### config.mk
export PLATFORM = sky130hd
export DESIGN_NAME = fifo_ack_ctrl
export DESIGN_NICKNAME = d
export VERILOG_FILES = /design/src/rtl/fifo_ack_ctrl.sv
export SDC_FILE = /design/constraint.sdc
export NUM_CORES = 1
export LEC_CHECK = 0
export CAP_MARGIN = 20
export CORE_UTILIZATION = 55
export CTS_CLUSTER_DIAMETER = 30
export DETAILED_ROUTE_END_ITERATION = 8
export GPL_ROUTABILITY_DRIVEN = 0
export PLACE_DENSITY = 0.9
export SYNTH_ARGS = -nofsm -noshare
export SYNTH_HDL_FRONTEND = slang
export SYNTH_SLANG_ARGS = --single-unit
### constraint.sdc
create_clock -name clk -period 2.4 [get_ports clk]
set_input_delay 0.48 -clock clk [delete_from_list [all_inputs] [get_ports clk]]
set_output_delay 0.48 -clock clk [all_outputs]
set_load 0.05 [all_outputs]
### src/rtl/fifo_ack_ctrl.sv
// fifo_ack_ctrl: occupancy flags and round-robin four-phase write/read grant control for a FIFO
// Ports: wptr_i/rptr_i binary pointers with wrap MSB; wreq_i/rreq_i four-phase requests;
//   widle_i/ridle_i idle codes forming the threshold mode; wack_o/rack_o registered acks;
//   wfull_o/remty_o/level_o registered occupancy; err_o sticky corrupt-pointer or illegal-mode flag.
module fifo_ack_ctrl #(
  parameter int ADDRSIZE = 10,
  parameter int WTH0 = 560,
  parameter int WTH1 = 792,
  parameter int WTH2 = 95,
  parameter int WTH3 = 560,
  parameter int WTH4 = 1,
  parameter int WTH5 = 327,
  parameter int RTH  = 1,
  parameter int RTH4 = 274
) (
  input  logic                clk,
  input  logic                rst,
  input  logic [ADDRSIZE:0]   wptr_i,
  input  logic [ADDRSIZE:0]   rptr_i,
  input  logic                wreq_i,
  input  logic                rreq_i,
  input  logic [1:0]          widle_i,
  input  logic                ridle_i,
  output logic                wack_o,
  output logic                rack_o,
  output logic                wfull_o,
  output logic                remty_o,
  output logic [ADDRSIZE:0]   level_o,
  output logic                err_o
);
  localparam logic [ADDRSIZE:0] FULL = {1'b1, {ADDRSIZE{1'b0}}};
  typedef enum logic [1:0] {IDLE, WGRANT, RGRANT} state_t;
  state_t            state_q;
  logic              last_q;
  logic              wack_q, rack_q, wfull_q, remty_q, err_q, err_d;
  logic [ADDRSIZE:0] level_q, lvl, space;
  logic [2:0]        mode;
  logic [31:0]       wth, rth;
  logic              bad, illegal, gate, wok, rok;
  assign lvl     = wptr_i - rptr_i;
  assign space   = FULL - lvl;
  assign bad     = lvl > FULL;
  assign mode    = {widle_i, ridle_i};
  assign illegal = mode[2] & mode[1];
  always_comb begin
    wth = mode == 3'b000 ? WTH0 :
          mode == 3'b001 ? WTH1 :
          mode == 3'b010 ? WTH2 :
          mode == 3'b011 ? WTH3 :
          mode == 3'b100 ? WTH4 :
          mode == 3'b101 ? WTH5 : 32'hFFFF_FFFF;
    rth = mode == 3'b100 ? RTH4 : RTH;
  end
  // corrupt pointers or an illegal mode block grants in the very cycle they appear
  assign gate  = ~err_q & ~bad & ~illegal;
  assign wok   = wreq_i & gate & (32'(space) >= wth);
  assign rok   = rreq_i & gate & (32'(lvl) >= rth);
  // the mode is only sampled in IDLE, so an illegal code during a grant is ignored
  assign err_d = err_q | bad | (illegal & (state_q == IDLE));
  always_ff @(posedge clk or posedge rst) begin
    if (rst) begin
      state_q <= IDLE;
      last_q  <= 1'b0;
      wack_q  <= 1'b0;
      rack_q  <= 1'b0;
      wfull_q <= 1'b0;
      remty_q <= 1'b1;
      level_q <= '0;
      err_q   <= 1'b0;
    end else begin
      level_q <= lvl;
      wfull_q <= lvl >= FULL;
      remty_q <= lvl == '0;
      err_q   <= err_d;
      if (state_q == IDLE) begin
        // last_q=1 means write won last, so a tie goes to read
        if (wok & (~rok | ~last_q)) begin
          state_q <= WGRANT;
          wack_q  <= 1'b1;
          last_q  <= 1'b1;
        end else if (rok) begin
          state_q <= RGRANT;
          rack_q  <= 1'b1;
          last_q  <= 1'b0;
        end
      end else if (state_q == WGRANT && !wreq_i) begin
        state_q <= IDLE;
        wack_q  <= 1'b0;
      end else if (state_q == RGRANT && !rreq_i) begin
        state_q <= IDLE;
        rack_q  <= 1'b0;
      end
    end
  end
  assign wack_o  = wack_q;
  assign rack_o  = rack_q;
  assign wfull_o = wfull_q;
  assign remty_o = remty_q;
  assign level_o = level_q;
  assign err_o   = err_q;
endmodule

==> results.md, run 1 <==
- Outcome: aborted with a tool error
- Cell Area, Synth: around 0.0019 mm2
- Worst Endpoint after GRT Repair: wack_o$_DFFE_PP0P_/D
- Synth top cells by count: 25 x ha_1, 23 x inv_1, 18 x dfrtp_1
- #FFs+latches synth: 19
- Synthesized area per cell: 8.957 um2
- Cells after Synth: 214
- Main synth FF type: dfrtp_1
- Die X: roughly 61 um
- CTS sink count: 19
- Most common cell in the netlist: ha_1
- Max Root-Sink Buffers: 2
- Err: [ERROR GRT-0232] Routing congestion too high. Check the congestion heatmap in the GUI.
- Io pins: 45
- Largest net degree at the start of global routing: 20
- Top area cells in the synthesized netlist: dfrtp_1 23%, ha_1 16%, xnor2_1 6.4%, inv_1 4.5%, a21oi_1 3.4%
- Halt Stage: global routing
- Initial core utilization: a little under three fifths
- Total gr overflow: 15
- Post-synth EDFFs: 0
- Number of CTS-inserted buffers: 3
- Yosys Warn Count: 0
- # port buffers: 44
- Worst EP kind: register input
- Hold-fix buffers, CTS: 0
- Yosys cell types: 56
- Hpwl dp: roughly 4.2 mm
- Area share of the largest cell type after synthesis: 23.50%
- Pre-CTS WS: -2.261 ns
- Synth area leader: dfrtp_1
- Ys async rst share: 100.0%
- Row cnt: 21
- CTS root buf: clkbuf_4
- H-tree depth: 1
- Syn Nets: 269
- Sequential-to-total area share from yosys stat: between 20% and 30%
- Die height: between 60 and 70 um
- All-Layer GR Usage: a little over two thirds
layer usage:
| layer | GRT overflow | global-route usage (%) |
|---|---|---|
| met1 | 0 | 69.02 |
| met2 | 6 | 89.60 |
| met3 | 0 | 47.69 |
| met4 | 9 | 74.35 |
| met5 | 0 | 15.71 |
cells by family after synthesis:
group / Yosys count / synth area share [%]
simple gates: 67 / 21.67
compound gates: 52 / 19.52
buf+inv: 28 / 6.070
fa+ha+maj: 26 / 17.36
xor+xnor: 19 / 8.681
flops: 19 / 24.87
mux: 3 / 1.827
metrics by stage:
stage / util (%) / TNS [ns] / std cells / instance area [um2] / hold WS [ns]
global placement: 83.80 / -14.09 / 348 / 2796 / 0.4709
CTS: 92.39 / -6.108 / 361 / 3083 / 0.5067
detailed placement: 83.80 / -16.92 / 348 / 2796 / 0.4788
floorplan: - / -5.157 / 214 / 1961 / 0.4304
repair_timing:
item                                   in CTS
setup endpoints to repair                  10
endpoints found under the hold margin       0
buffers inserted                           10
pin swaps                                  22
resized for setup                          56
==> run 2: changes to the inputs <==
--- a/config.mk
+++ b/config.mk
@@ -6,11 +6,10 @@
 export NUM_CORES = 1
 export LEC_CHECK = 0
 export CAP_MARGIN = 20
-export CORE_UTILIZATION = 55
-export CTS_CLUSTER_DIAMETER = 30
+export CORE_UTILIZATION = 40
 export DETAILED_ROUTE_END_ITERATION = 8
 export GPL_ROUTABILITY_DRIVEN = 0
-export PLACE_DENSITY = 0.9
+export PLACE_DENSITY_LB_ADDON = 0.15
 export SYNTH_ARGS = -nofsm -noshare
 export SYNTH_HDL_FRONTEND = slang
 export SYNTH_SLANG_ARGS = --single-unit
==> run 2 against run 1 <==
Against the previous run: the flow now finishes, with violations (design-rule violations, negative setup slack); synthesized cell count stayed put; area after synthesis stayed put.
==> results.md, run 2 <==
- Most frequent cells in the layout: 64 x buf_4, 36 x clkdlybuf4s50_1, 18 x dfrtp_1
- Drt drc: 3
- Worst-path clk slew: about 0.070 ns
- First-pass GRT wire length: a little over 8 mm
- Pwr dens: between 500 and 600 mW/mm2
- Total gr overflow: 0
- Main synth FF type: dfrtp_1
- Cell Area, Synth: 0.001917 mm2
- Share of cells above drive strength 1: between 40% and 50%
- Most common cell in the netlist: ha_1
- Cells after DPL: 357
- Clock skew: between 0.0003 and 0.0004 ns
- Slew margin rel.: between 40% and 50%
- Unrepaired setup endpoints after global routing: true
- All-Layer GR Usage: 19.54%
- Failing checks: design-rule violations, negative setup slack
- Post-layout min period: 3.418 ns
- Row cnt: 24
- Multi-input logic area: around 0.0017 mm2
- Sequential-to-total area share from yosys stat: around a quarter
- Largest family of logic cells by synthesized area: simple AND/OR/NAND/NOR gates
- WL per Instance: about 15 um
- Adder-cell share of the synthesized area: 17.36%
- Synth area leader: dfrtp_1
- P_leak: approximately 1.5 nW
- # port buffers: 44
- Max reg flops: 11
- N_diodes: 0
- Initial core utilization: a little over two fifths
- Post-Synth Simple-Gate Area: a little over a fifth
- Hold-fix buffers, CTS: 0
- CTS root buf: clkbuf_8
- Synthesized area per cell: around 9 um2
- Area share of the largest cell type after synthesis: a little under a quarter
- Top area cells in the synthesized netlist: dfrtp_1 23%, ha_1 16%, xnor2_1 6.4%, inv_1 4.5%, a21oi_1 3.4%
- Mux cell area share after synthesis: approximately 1.8%
- Hpwl dp: ~3.5 mm
- Req. time, crit path: approximately 2.6 ns
- Peak supply drop: approximately 290 uV
- Worst Hold Class: reg -> reg
- Yosys cell types: between 50 and 60
- Die height: about 71 um
- Design area: approximately 0.0034 mm2
- Outcome: finished with violations
- Tot Pwr: 1.810 mW
- Area delta synth->final: 74.80%
- Wirelength, routed: roughly 5.5 mm
- Number of CTS-inserted buffers: 3
- Final Instance Count excl. Fillers: around 380
- Die X: around 71 um
- Nets: 380
- Reg area: 476.7 um2
- Routed vias: 1970
- #FFs+latches synth: 19
- Slack of the critical path: -1.018 ns
- CTS sink count: 19
- CTS tree: built
- Post-Synth XOR/XNOR Area: just under 9%
- Crit Path Max Fanout: 4
- Clock latency on the worst-skew pair: between 0.2 and 0.3 ns
- Total Die Area: 0.005073 mm2
- Compound-Gate Fraction of Synth Area: 19.52%
- Crit path DAT: roughly 3.6 ns
- Ys async rst share: between 90% and 100%
- Largest net degree at the start of global routing: 20
- Syn Nets: roughly 270
- Core ar.: roughly 0.0045 mm2
- Cells after Synth: around 210
- Yosys Warn Count: 0
- Max-cap violations: 0
- Final worst path period share: 142.4%
- Critical Path Start Type: primary input
- H-tree depth: 1
- Setup_tns: -5.735 ns
- Initial drt markers: 60
- Hold violation total from the final report: 0
- Synth top cells by count: 25 x ha_1, 23 x inv_1, 18 x dfrtp_1
- CP endpoint kind: register
- Slew at the pin closest to its max-slew limit: about 0.75 ns
- Post-synth EDFFs: 0
- FILL cells: between 300 and 400
- Commonest non-fill, non-tap cell in the layout: buf_4
- Routed Antenna Nets: 0
- Initial antenna violation count: 0
- Placed inst area: around 0.0028 mm2
- Slew Viols, Final: 0
- Io pins: 45
- Crit path kind: in -> reg
- Vias in the first global route: 1910
- Fmax achieved: slightly below 300 MHz
- # setup viols final: 8
- Via density: approximately 5.2
- Drt pass-1 iters: 6
- Max Root-Sink Buffers: 2
==> run 2: cell counts after synthesis <==
No cell type changed its count.
==> run 2: critical path, cell delays in order <==
cell,delay (ns)
buf_8,0.08
inv_8,0.03
ha_4,0.15
fa_2,0.57
ha_4,0.14
inv_2,0.04
nor4_4,0.30
nand2_2,0.12
buf_4,0.15
buf_4,0.15
nor2_2,0.10
xnor2_1,0.14
ha_2,0.30
a21oi_1,0.20
nor2b_1,0.11
o21ai_2,0.16
a21oi_2,0.09
a22o_1,0.24
==> run 2: cell type report <==
cell class / count / area share, %
well taps: 52 / 1.942
multi-input cells: 167 / 51.31
inverters: 23 / 2.801
clock buffers: 3 / 1.232
repair buffers: 111 / 28.34
flip-flops and latches: 19 / 14.23
clock inverters: 1 / 0.1494
==> run 2: path summary, 6_finish.rpt <==
check                                             from              endpoint  slack (ns)  cells after the start
worst max-delay path                         wptr_i[0]    wack_o$_DFFE_PP0P_       -1.02                     18
worst min-delay path                rack_o$_DFFE_PP0P_    rack_o$_DFFE_PP0P_        0.48                      2
worst max register to register  state_q[1]$_DFFE_PP0P_    last_q$_DFFE_PP0P_        0.92                      5
worst min register to register      rack_o$_DFFE_PP0P_    rack_o$_DFFE_PP0P_        0.48                      2
max in group asynchronous                          rst     wfull_o$_DFF_PP0_        1.28                      2
min in group asynchronous                          rst  level_o[1]$_DFF_PP0_        0.65                      2
==> run 2: logic make-up after synthesis <==
group           Yosys count
flops                    19
buf+inv                  28
mux                       3
fa+ha+maj                26
xor+xnor                 19
compound gates           52
simple gates             67
==> run 2: routing by layer <==
layer | vias up | track usage, % | share of wire [%]
met1 | 943 | 24.13 | 40
met5 | - | 0 | 0
met3 | 15 | 1.688 | 2.9
li1 | 969 | - | -
met4 | 0 | 4.667 | 2.3
met2 | 43 | 36.61 | 55
==> run 2: power by group <==
part / internal, mW / leakage (nW) / switching, mW
Sequential: 0.367 / 0.228 / 0.0170
Combinational: 0.562 / 1.22 / 0.635
Clock: 0.116 / 0.0255 / 0.113
==> run 2: per-stage QoR <==
stage | hold WS (ns) | util [%] | setup slack [ns]
floorplan | 0.4304 | - | -1.033
global placement | 0.4753 | 63.17 | -1.781
detailed placement | 0.4721 | 63.17 | -1.907
CTS | 0.4891 | 69.74 | -0.9896
global route | 0.5329 | 74.89 | -1.209
finish | 0.4839 | 74.89 | -1.018
==> run 2: what timing repair did <==
item / CTS / global route
buffers inserted: 10 / 6
pin swaps: 20 / 22
resized for setup: 52 / 36
setup endpoints to repair: 11 / 11
endpoints found under the hold margin: 0 / 0
No activity file was read; power rests on OpenSTA's default activity.
==> run 3: changes to the inputs <==
--- a/config.mk
+++ b/config.mk
@@ -6,7 +6,8 @@
 export NUM_CORES = 1
 export LEC_CHECK = 0
 export CAP_MARGIN = 20
-export CORE_UTILIZATION = 40
+export CORE_MARGIN = 2
+export CORE_UTILIZATION = 45
 export DETAILED_ROUTE_END_ITERATION = 8
 export GPL_ROUTABILITY_DRIVEN = 0
 export PLACE_DENSITY_LB_ADDON = 0.15
==> run 3 against run 2 <==
Against the previous run: the flow finishes with violations (negative setup slack); sequential share of layout area is 0.33 points lower; non-clock buffer count is 2 higher; fmax is 3.2% lower; die area is 5.4% lower; clock power is 2% higher; sequential power is 1% higher; critical path type unchanged; largest cell class unchanged; largest power group unchanged; highest routed layer unchanged.
==> results.md, run 3 (synthesized netlist as in run 2, its figures left out) <==
- # port buffers: 44
- # setup viols final: 8
- Total gr overflow: 0
- Crit path DAT: roughly 3.7 ns
- Slew Viols, Final: 0
- Final Instance Count excl. Fillers: about 380
- Max Root-Sink Buffers: 2
- CTS sink count: 19
- Sequential Power Share: about a fifth
- Nets: around 380
- Pwr dens: roughly 560 mW/mm2
- Die X: 69.27 um
- Worst Reg-to-Reg Cells: 5
- Fmax achieved: around 280 MHz
- Slew at the pin closest to its max-slew limit: slightly below 0.8 ns
- Commonest non-fill, non-tap cell in the layout: buf_4
- Cells after DPL: 352
- Clock latency on the worst-skew pair: roughly 0.26 ns
- Peak supply drop: 292.1 uV
- Hold path cells: 2
- First-pass GRT wire length: about 9.5 mm
- Comb power frac: between 60% and 70%
- Initial antenna violation count: 0
- Initial core utilization: 47.24%
- CTS root buf: clkbuf_8
- Net Sw Frac: ~43%
- CTS tree: built
- Largest net degree at the start of global routing: 20
- P_leak: ~1.5 nW
- Hpwl dp: approximately 3.7 mm
- Most frequent cells in the layout: 63 x buf_4, 35 x clkdlybuf4s50_1, 18 x dfrtp_1
- Drt drc: 0
- FILL cells: between 200 and 250
- Number of CTS-inserted buffers: 3
- Initial drt markers: 126
- Row cnt: 23
- Clock skew: around 0.0047 ns
- Slack of the critical path: -1.132 ns
- Routed Antenna Nets: 0
- Area delta synth->final: 78.92%
- R2R setup slack: between 0.8 and 0.9 ns
- Via density: 5.521
- Final worst path period share: 147.2%
- Drt pass-1 iters: 4
- Die height: a little under 70 um
- Failing checks: negative setup slack
- Pre-CTS WS: -1.961 ns
- Total Die Area: ~0.0048 mm2
- Slew margin rel.: 47.58%
- CP endpoint kind: register
- Reg2reg end: last_q$_DFFE_PP0P_
- Hold-fix buffers, CTS: 0
- Outcome: finished with violations
- Unrepaired setup endpoints after global routing: true
- Worst Hold Class: reg -> reg
- Worst-path clk slew: about 0.080 ns
- Wirelength, routed: 6.756 mm
- All-Layer GR Usage: roughly 24%
- Vias in the first global route: 2129
- Internal: 1.085 mW
- N_diodes: 0
- Worst reg2reg startpoint: state_q[1]$_DFFE_PP0P_
- Core ar.: just over 0.004 mm2
- WL per Instance: ~18 um
- Critical Path Start Type: primary input
- Io pins: 45
- Max-cap violations: 0
- Clock power frac: ~12%
- Tot Pwr: 1.911 mW
- Post-layout util: 84.52%
- Hold violation total from the final report: 0
- Crit path kind: in -> reg
- Final hold slack: 0.4898 ns
- Post-layout min period: 3.532 ns
- Max reg flops: 11
- Crit Path Max Fanout: 4
- H-tree depth: 1
- Critical path endpoint: wack_o$_DFFE_PP0P_
- Crit path from: rptr_i[1]
- Req. time, crit path: ~2.6 ns
- Share of cells above drive strength 1: 46.32%
- Routed vias: 2076
- Sw power: 826.6 uW
[run 3: cell count changes in the layout (fill, tap and decap cells not counted), sizes merged]
cell | previous run | this run
buf | 69 | 71
clkdlybuf4s50 | 36 | 35
dlymetal6s2s | 0 | 1
[run 3: area by class of cell]
cell class	count	area [um2]	area share (%)
Tap cell	50	62.56	1.824
Sequential cell	19	476.7	13.90
Clock inverter	1	5.005	0.1459
Inverter	23	96.34	2.809
Multi-Input combinational cell	167	1769	51.59
Clock buffer	3	41.29	1.204
Timing Repair Buffer	113	978.4	28.53
[run 3: power groups by stage]
stage | registers (mW) | clock network, mW | logic, mW
3_3_place_gp | 0.390 | 0 | 0.928
6_report | 0.388 | 0.232 | 1.29
5_1_grt | 0.390 | 0.249 | 1.37
2_1_floorplan | 0.561 | 0 | 0.416
4_1_cts | 0.384 | 0.230 | 1.11
3_5_place_dp | 0.390 | 0 | 0.948
[run 3: worst min path at each step]
stage	to	from
2_1_floorplan	err_o$_DFF_PP0_	rst
3_3_place_gp	rack_o$_DFFE_PP0P_	rack_o$_DFFE_PP0P_
3_5_place_dp	rack_o$_DFFE_PP0P_	rack_o$_DFFE_PP0P_
4_1_cts	rack_o$_DFFE_PP0P_	rack_o$_DFFE_PP0P_
5_1_grt	rack_o$_DFFE_PP0P_	rack_o$_DFFE_PP0P_
6_report	rack_o$_DFFE_PP0P_	rack_o$_DFFE_PP0P_
[run 3: repair_timing]
item | 4_1_cts | 5_1_grt
resized for setup | 64 | 35
buffers inserted | 10 | 12
gates cloned | 0 | 0
setup endpoints to repair | 11 | 9
pin swaps | 30 | 28
hold endpoints to repair | 0 | 0
[run 3: worst max-delay path, stage by stage]
cell	delay (ns)
dlygate4sd2_1	0.27
fa_2	0.44
nand2b_4	0.20
a211oi_4	0.26
o21a_2	0.22
nor2_4	0.06
buf_6	0.13
nor3_4	0.17
xnor2_2	0.12
ha_1	0.33
a2111oi_2	0.39
o21ai_1	0.16
o21ai_2	0.12
a21oi_2	0.10
a22o_1	0.23
[run 3: through the flow]
step	instance area (um2)	TNS [ns]
final	3430	-6.908
after global routing	3430	-7.656
after CTS	3182	-5.602
after detailed placement	2801	-14.94
after global placement	2801	-14.32
after floorplan	1961	-5.157
[run 3: per-layer routing]
| layer | vias up | share of wire, % | global-route usage, % |
|---|---|---|---|
| li1 | 979 | - | - |
| met1 | 991 | 39 | 27.87 |
| met2 | 77 | 52 | 45.51 |
| met3 | 29 | 4.1 | 2.762 |
| met4 | 0 | 4.7 | 10.46 |
| met5 | - | 0 | 0 |
==> run 4: changes to the inputs <==
==> constraint.sdc (replaced) <==
create_clock -name clk -period 3.3 [get_ports clk]
set_input_delay 0.66 -clock clk [delete_from_list [all_inputs] [get_ports clk]]
set_output_delay 0.66 -clock clk [all_outputs]
set_load 0.05 [all_outputs]
==> run 4 against run 3 <==
Against the previous run: the run still ends with negative setup slack left; total power is 32% lower; sequential share of layout area is 0.91 points higher; hold slack hardly changed; combinational power is 35% lower; die area stayed put; non-clock buffer count is 11 lower; setup slack better by 0.81 ns; first-iteration DRC count is 32% lower; clock skew is 0.0028 ns lower; flip-flop and latch count stayed put; largest power group unchanged.
==> results.md, run 4 (synthesized netlist as in run 2, its figures left out) <==
- Number of CTS-inserted buffers: 3
- Largest net degree at the start of global routing: 20
- Crit path kind: in -> reg
- Most frequent cells in the layout: 57 x buf_4, 35 x clkdlybuf4s50_1, 18 x dfrtp_1
- Core ar.: ~0.0041 mm2
- Die X: just under 70 um
- Io pins: 45
- CTS root buf: clkbuf_8
- Crit Path Max Fanout: 3
- Routed vias: roughly 1900
- Total gr overflow: 0
- Pwr dens: roughly 400 mW/mm2
- Initial drt markers: 86
- Clock skew: 0.001908 ns
- Slew margin rel.: about 45%
- Share of cells above drive strength 1: between 40% and 50%
- Max-cap violations: 0
- Setup_tns: -1.446 ns
- CP endpoint kind: register
- P_leak: approximately 1.4 nW
- First-pass GRT wire length: ~8.2 mm
- All-Layer GR Usage: between 20% and 30%
- Drt drc: 0
- FILL cells: approximately 250
- Area delta synth->final: 67.95%
- R2R setup slack: around 1.5 ns
- CTS tree: built
- CTS sink count: 19
- Commonest non-fill, non-tap cell in the layout: buf_4
- WL per Instance: 14.13 um
- Wirelength, routed: roughly 5.2 mm
- Post-layout min period: ~3.6 ns
- Slack of the critical path: -0.3196 ns
- Unrepaired setup endpoints after global routing: true
- Initial core utilization: a little under half
- Initial antenna violation count: 0
- Die height: between 60 and 70 um
- Routed Antenna Nets: 0
- Max Root-Sink Buffers: 2
- Row cnt: 23
- Clock latency on the worst-skew pair: between 0.2 and 0.3 ns
- Worst-path clk slew: 0.07 ns
- Peak supply drop: 176.2 uV
- Total Die Area: ~0.0048 mm2
- Vias in the first global route: around 1900
- Max reg flops: 11
- Crit path DAT: 3.77 ns
- Hpwl dp: ~3.6 mm
- Hold violation total from the final report: 0
- Slew Viols, Final: 0
- Via density: 5.219
- Fmax achieved: approximately 280 MHz
- Drt pass-1 iters: 4
- Critical Path Start Type: primary input
- Req. time, crit path: 3.45 ns
- Nets: 371
- Worst Hold Class: reg -> reg
- H-tree depth: 1
- Outcome: finished with violations
- Tot Pwr: between 1 and 1.5 mW
- # port buffers: between 40 and 50
- Final worst path period share: 109.7%
- # setup viols final: 5
- N_diodes: 0
- Failing checks: negative setup slack
- Slew at the pin closest to its max-slew limit: roughly 0.80 ns
## run 4: report_power, final
group	total (mW)	internal (mW)	leakage (nW)	switching [mW]
sequential	0.279	0.267	0.228	0.0118
combinational	0.842	0.393	1.18	0.449
clock	0.170	0.0842	0.0255	0.0859
## run 4: worst paths after layout
path,cells after the start,endpoint,from
max,18,wack_o$_DFFE_PP0P_,wptr_i[0]
max reg2reg,4,last_q$_DFFE_PP0P_,state_q[1]$_DFFE_PP0P_
max in group asynchronous,2,wfull_o$_DFF_PP0_,rst
min,2,rack_o$_DFFE_PP0P_,rack_o$_DFFE_PP0P_
min in group asynchronous,2,level_o[1]$_DFF_PP0_,rst
min reg2reg,2,rack_o$_DFFE_PP0P_,rack_o$_DFFE_PP0P_
## run 4: layout make-up
type,instances,area (um2),area share [%]
multi-input cells,167,1659,51.54
repair buffers,102,880.8,27.36
flip-flops and latches,19,476.7,14.81
inverters,23,93.84,2.915
well taps,50,62.56,1.943
clock buffers,3,41.29,1.283
clock inverters,1,5.005,0.1555
## run 4: per-stage QoR
step           area, um2  instances  hold slack, ns  setup WS [ns]  util, %
2_1_floorplan       1961        214          0.5313        -0.3130        -
3_3_place_gp        2764        347          0.4705         -1.061    68.12
3_5_place_dp        2764        347          0.4811         -1.143    68.12
4_1_cts             2978        358          0.4985        -0.2723    73.39
5_1_grt             3219        365          0.5414        -0.4541    79.34
6_report            3219        365          0.4896        -0.3196    79.34
## run 4: what timing repair did
action | CTS | global route
gates cloned | 0 | 0
buffers inserted | 7 | 7
resized for setup | 42 | 35
pin swaps | 21 | 32
setup endpoints to repair | 6 | 6
hold endpoints to repair | 0 | 0
hold buffers | 0 | 0
## run 4: per-layer routing
metal  wire [um]  global-route usage, %  part of all wire, %  vias up
li1            -                      -                    -      955
met1        2145                  25.75                   42      885
met2        2678                  36.11                   52       52
met3         191                  2.326                  3.7       13
met4         143                  6.100                  2.8        0
met5           0                      0                    0        -
## run 4: worst max-delay path, cell delays in order
cell       delay, ns
buf_8           0.08
inv_8           0.02
ha_4            0.15
fa_2            0.57
ha_4            0.14
inv_2           0.04
nor4_4          0.32
nand2_2         0.12
nor2_2          0.16
xnor2_2         0.15
ha_4            0.24
a21oi_2         0.14
nand2_1         0.10
a2111oi_4       0.33
o21ai_2         0.12
o21ai_2         0.10
a21oi_2         0.09
a22o_1          0.22
